==> config.mk <==
export PLATFORM = sky130hd
export DESIGN_NAME = ext_pipe
export DESIGN_NICKNAME = d
export VERILOG_FILES = /design/src/rtl/ext_pipe.sv
export SDC_FILE = /design/constraint.sdc
export NUM_CORES = 1
export LEC_CHECK = 0
export CAP_MARGIN = 10
export CORE_ASPECT_RATIO = 0.5
export CORE_MARGIN = 2
export CORE_UTILIZATION = 54
export DETAILED_ROUTE_END_ITERATION = 10
export MAX_ROUTING_LAYER = met4
export PLACE_DENSITY = 0.92
export RECOVER_POWER = 25
export SLEW_MARGIN = 20
export SYNTH_ARGS = -nofsm -noshare
export SYNTH_HDL_FRONTEND = slang
export SYNTH_SLANG_ARGS = --single-unit
==> constraint.sdc <==
create_clock -name clk -period 5.4 [get_ports clk]
set_input_delay 0.54 -clock clk [delete_from_list [all_inputs] [get_ports clk]]
set_output_delay 0.54 -clock clk [all_outputs]
set_load 0.02 [all_outputs]
==> src/rtl/ext_pipe.sv <==
// Pipelined immediate / load-data extension unit with a registered output and one-entry skid buffer.
// Optional misaligned-halfword flag enabled by defining EXT_ERR_EN.
module ext_pipe #(
   parameter int IN_W  = 16,
   parameter int OUT_W = 32,
   parameter int OFF_W = $clog2(OUT_W / 8)
) (
   input  logic             clk,
   input  logic             reset,
   input  logic             flush,
   input  logic             in_valid,
   output logic             in_ready,
   input  logic [2:0]       in_op,
   input  logic [OUT_W-1:0] in_data,
   input  logic [OFF_W-1:0] in_off,
   output logic             out_valid,
   input  logic             out_ready,
   output logic [OUT_W-1:0] out_data,
   output logic             out_err
);

   logic [IN_W-1:0]  imm;
   logic [OFF_W-1:0] half_off;
   logic [7:0]       byte_v;
   logic [15:0]      half_v;
   logic [OUT_W-1:0] res;

   logic             o_valid_q, o_valid_d;
   logic             s_valid_q, s_valid_d;
   logic [OUT_W-1:0] o_data_q, o_data_d;
   logic [OUT_W-1:0] s_data_q, s_data_d;
   logic             acc, pop;
   logic             o_from_s, o_from_in, s_from_in;

   always_comb begin
      imm      = in_data[IN_W-1:0];
      half_off = in_off;
      half_off[0] = 1'b0;
      byte_v   = 8'(in_data >> {in_off, 3'b000});
      half_v   = 16'(in_data >> {half_off, 3'b000});
      res      = '0;
      case (in_op)
         3'd0:    res = OUT_W'($signed(imm));
         3'd1:    res = OUT_W'(imm);
         3'd2:    res = OUT_W'(imm) << (OUT_W - IN_W);
         3'd3:    res = OUT_W'($signed(byte_v));
         3'd4:    res = OUT_W'(byte_v);
         3'd5:    res = OUT_W'($signed(half_v));
         3'd6:    res = OUT_W'(half_v);
         default: res = '0;
      endcase
   end

   assign in_ready  = !s_valid_q;
   assign out_valid = o_valid_q;
   assign out_data  = o_data_q;
   assign acc       = in_valid && in_ready;
   assign pop       = o_valid_q && out_ready;

   // Flush wins over both acceptance and pop; the skid drains into O before new work lands.
   always_comb begin
      o_valid_d = o_valid_q;
      s_valid_d = s_valid_q;
      o_from_s  = 1'b0;
      o_from_in = 1'b0;
      s_from_in = 1'b0;
      if (flush) begin
         o_valid_d = 1'b0;
         s_valid_d = 1'b0;
      end else if (!o_valid_q || pop) begin
         if (s_valid_q) begin
            o_from_s  = 1'b1;
            o_valid_d = 1'b1;
            s_valid_d = 1'b0;
         end else begin
            o_from_in = acc;
            o_valid_d = acc;
         end
      end else if (acc) begin
         s_from_in = 1'b1;
         s_valid_d = 1'b1;
      end
   end

   always_comb begin
      o_data_d = o_data_q;
      s_data_d = s_data_q;
      if (o_from_s) begin
         o_data_d = s_data_q;
      end else if (o_from_in) begin
         o_data_d = res;
      end
      if (s_from_in) begin
         s_data_d = res;
      end
   end

   always_ff @(posedge clk or posedge reset) begin
      if (reset) begin
         o_valid_q <= 1'b0;
         s_valid_q <= 1'b0;
         o_data_q  <= '0;
         s_data_q  <= '0;
      end else begin
         o_valid_q <= o_valid_d;
         s_valid_q <= s_valid_d;
         o_data_q  <= o_data_d;
         s_data_q  <= s_data_d;
      end
   end

`ifdef EXT_ERR_EN
   logic res_err;
   logic o_err_q, o_err_d;
   logic s_err_q, s_err_d;

   assign res_err = ((in_op == 3'd5) || (in_op == 3'd6)) && in_off[0];
   assign out_err = o_err_q;

   always_comb begin
      o_err_d = o_err_q;
      s_err_d = s_err_q;
      if (o_from_s) begin
         o_err_d = s_err_q;
      end else if (o_from_in) begin
         o_err_d = res_err;
      end
      if (s_from_in) begin
         s_err_d = res_err;
      end
   end

   always_ff @(posedge clk or posedge reset) begin
      if (reset) begin
         o_err_q <= 1'b0;
         s_err_q <= 1'b0;
      end else begin
         o_err_q <= o_err_d;
         s_err_q <= s_err_d;
      end
   end
`else
   assign out_err = 1'b0;
`endif

endmodule

==> impl_metrics.toml <==
[run_status]
outcome = "complete, no violations"

[cells_and_area]
regArea_um2 = 1652
syn_to_final_growth_pct = 30.98
multi_input_area_um2 = 1609
drive_gt1_share_pct = 10.98
nFillCells = 421
final_area_um2 = 4443
antenna_cells = 0
final_core_util_pct = 73.07
finalNetCount = 456

[synthesis]
synth_xor_xnor_area_share_pct = 0.5164
synth_top_area_share_pct = 48.69
syn_inst = 349
synthMuxAreaShare_pct = 11.18
synth_top_family_by_area = "compound AO/OA/AOI/OAI gates"
yosysWarnings = 0
ys_top_cells_by_area = "dfrtp_1, mux2_2, nand2_1"
yosys.area.top_type = "dfrtp_1"
synth_compound_area_share_pct = 18.81
ys_ff_latch = 66
yosys-top-cells-count = "dfrtp_1, nand2_1, nor2_1"
async_flop_share_pct = 100.0
synth_flop_cell = "dfrtp_1"
synth_area_um2 = 3392
syn-num-nets = 391
synthAdderAreaFrac_pct = 0
postSynthAreaPerCell_um2 = 9.719
ys_types = 46
synth-seq-area-share_pct = 48.69
synth-edff-count = 0
synthSimpleGateAreaFrac_pct = 16.56
yosysMostFrequentCell = "dfrtp_1"

[critical_path]
cp-endpoint = "s_data_q[19]$_DFFE_PP0P_"
worstPathRequired_ns = 5.56
critPathLaunch = "in_off[1]"
critical-path-slowest-cell = "clkdlybuf4s50_1"
r2r_end = "out_data[22]$_DFFE_PP0P_"
crit_type = "in2reg"
timing.rr.start = "out_valid$_DFFE_PP0N_"
cp.arrival_ns = 3.32
crit_chain = "clkdlybuf4s50_1 > mux2_2 > nand3_1 > o31ai_1 > nor2_1 > a21oi_1"
ff2ff_setup_slack_ns = 2.98
critPathTopFamily = "buffers and inverters"
path_depth = 6
cp-end-kind = "flip-flop"
start_kind = "input port"
critical_path_buf_inv_count = 1
rr_worst_depth = 5
cp_max_fo = 17
cpPeakStageDelay_ns = 1.09

[timing]
period_needed_ns = 3.161
relSlewSlack_pct = 33.98
skew_ns = 0.007577
tns_ns = 0
rsz0062_at_grt = "no"
fin_crit_sh_pct = 58.54
final_max_slew_viol_count = 0
finalSetupViolCount = 0
clock.fmax_ghz = 0.3164
holdWs_ns = 0.4831
hold_viol = 0
tightestPinTransition_ns = 0.9866

[routing]
drtIter0Drc = 296
routedWlPerCell_um = 18.63
drt-pass1-iter-count = 6
wl_um = 9445
vias = 3095
antenna_left = 0
routed_via_density = 6.105
route.detailed.drc = 0

[clock_network]
htree_levels = 3
root_buffer = "clkbuf_16"
cts_made_buffers = 9
path_clk_slew_ns = 0.05
cts-resized-gates = 0
cts_buffer_depth = 2
clk_latency_ns = 0.34
clock_sinks = 66
post_cts_buffers = 0
holdBufCountCts = 0
cts_tree = "yes"

[grt]
grt_busiest_layer = "met2"
use_met3_pct = 6.998
grt_pass1_vias = 3095
grt_max_degree = 67
grtUsageTotal_pct = 30.01
grt_pass1_wl_um = 14950
met2_usage_pct = 48.45
grt.met1_usage_pct = 36.69
grt-ovfl-total = 0
antenna_found_initial = 0

[floorplanning]
die_height_um = 60.04
rows = 20
initial_core_util_pct = 55.78
core_um2 = 6081
dieArea_um2 = 6970
ios = 77
die_w_um = 116.1

[power_and_ir_drop]
p_int_mw = 1.120
power_switching_share_pct = 30.19
p_switching_mw = 0.4845
clkPwrFrac_pct = 32.9
powerDensity_nw_per_um2 = 361.1
power_frac_comb_pct = 25.2
power.leakage_nw = 1.826
power_frac_seq_pct = 41.9
finalPower_mw = 1.605
max-vdd-ir-drop_v = 0.0002128

[placement]
place_area_um2 = 4170
hpwl_um = 6353
globalplace.congestion = 0.9560
portBuffers = 75

[min_path]
hold_class = "reg2reg"

[run]
max_cap_violations = 0
-- state kept, by name (all words and copies together) (netlist names) --
register / flops
s_data_q: 32
out_data: 32
s_valid_q: 1
out_valid: 1
-- worst min-delay path by stage --
stage	startpoint	endpoint	slack, ns	cells past startpoint
final	out_data[14]$_DFFE_PP0P_	out_data[14]$_DFFE_PP0P_	0.48	2
after floorplan	s_data_q[0]$_DFFE_PP0P_	s_data_q[0]$_DFFE_PP0P_	0.48	1
after detailed placement	out_data[3]$_DFFE_PP0P_	out_data[3]$_DFFE_PP0P_	0.48	2
after CTS	out_data[14]$_DFFE_PP0P_	out_data[14]$_DFFE_PP0P_	0.49	2
after global placement	out_data[31]$_DFFE_PP0P_	out_data[31]$_DFFE_PP0P_	0.47	2
after global routing	s_data_q[5]$_DFFE_PP0P_	s_data_q[5]$_DFFE_PP0P_	0.52	1
-- tightest hold or removal path, stage by stage, from the launching register on --
cell     delay [ns]
dfrtp_1        0.34
nand2_1        0.05
o21ai_0        0.06
-- metal layers --
metal  share of wire [%]  wire, um
met1                  41      3857
met2                  48      4526
met3                 7.9       745
met4                 3.3       316
met5                   0         0
-- power by group through the flow --
stage	Sequential, mW	Clock, mW	Combinational (mW)
global route	0.683	0.550	0.435
CTS	0.671	0.529	0.404
detailed placement	0.675	0	0.397
floorplan	0.714	0	0.174
global placement	0.664	0	0.379
finish	0.673	0.528	0.404
-- area by class of cell --
class	count	share of cell area (%)
repair buffers	80	17.74
well taps	88	2.478
multi-input cells	254	36.22
flip-flops and latches	66	37.17
clock inverters	5	0.6759
inverters	3	0.2534
clock buffers	11	5.463
-- stage by stage --
stage	setup slack, ns	instances
3_3_place_gp	2.160	491
4_1_cts	2.322	507
5_1_grt	2.091	507
3_5_place_dp	2.001	491
6_report	2.239	507
2_1_floorplan	3.205	349
-- logic make-up after synthesis --
logic type	Yosys count
mux	34
other cells	1
flops	66
compound gates	99
buf+inv	29
xor+xnor	2
simple gates	118
-- cells in the final DEF (no fill, tap or decap), types with 4 or more instances in the layout --
cell / count
clkdlybuf4s50_1: 73
dfrtp_1: 66
nand2_1: 43
nor2_1: 36
o21ai_0: 23
nor3_1: 18
mux2_2: 17
a21oi_1: 16
o22ai_1: 16
a211oi_1: 15
mux2i_1: 15
clkbuf_16: 9
o221ai_1: 7
a21o_1: 7
o21a_1: 6
buf_4: 5
nand3_1: 4
Power figures use the tool's default switching activity.
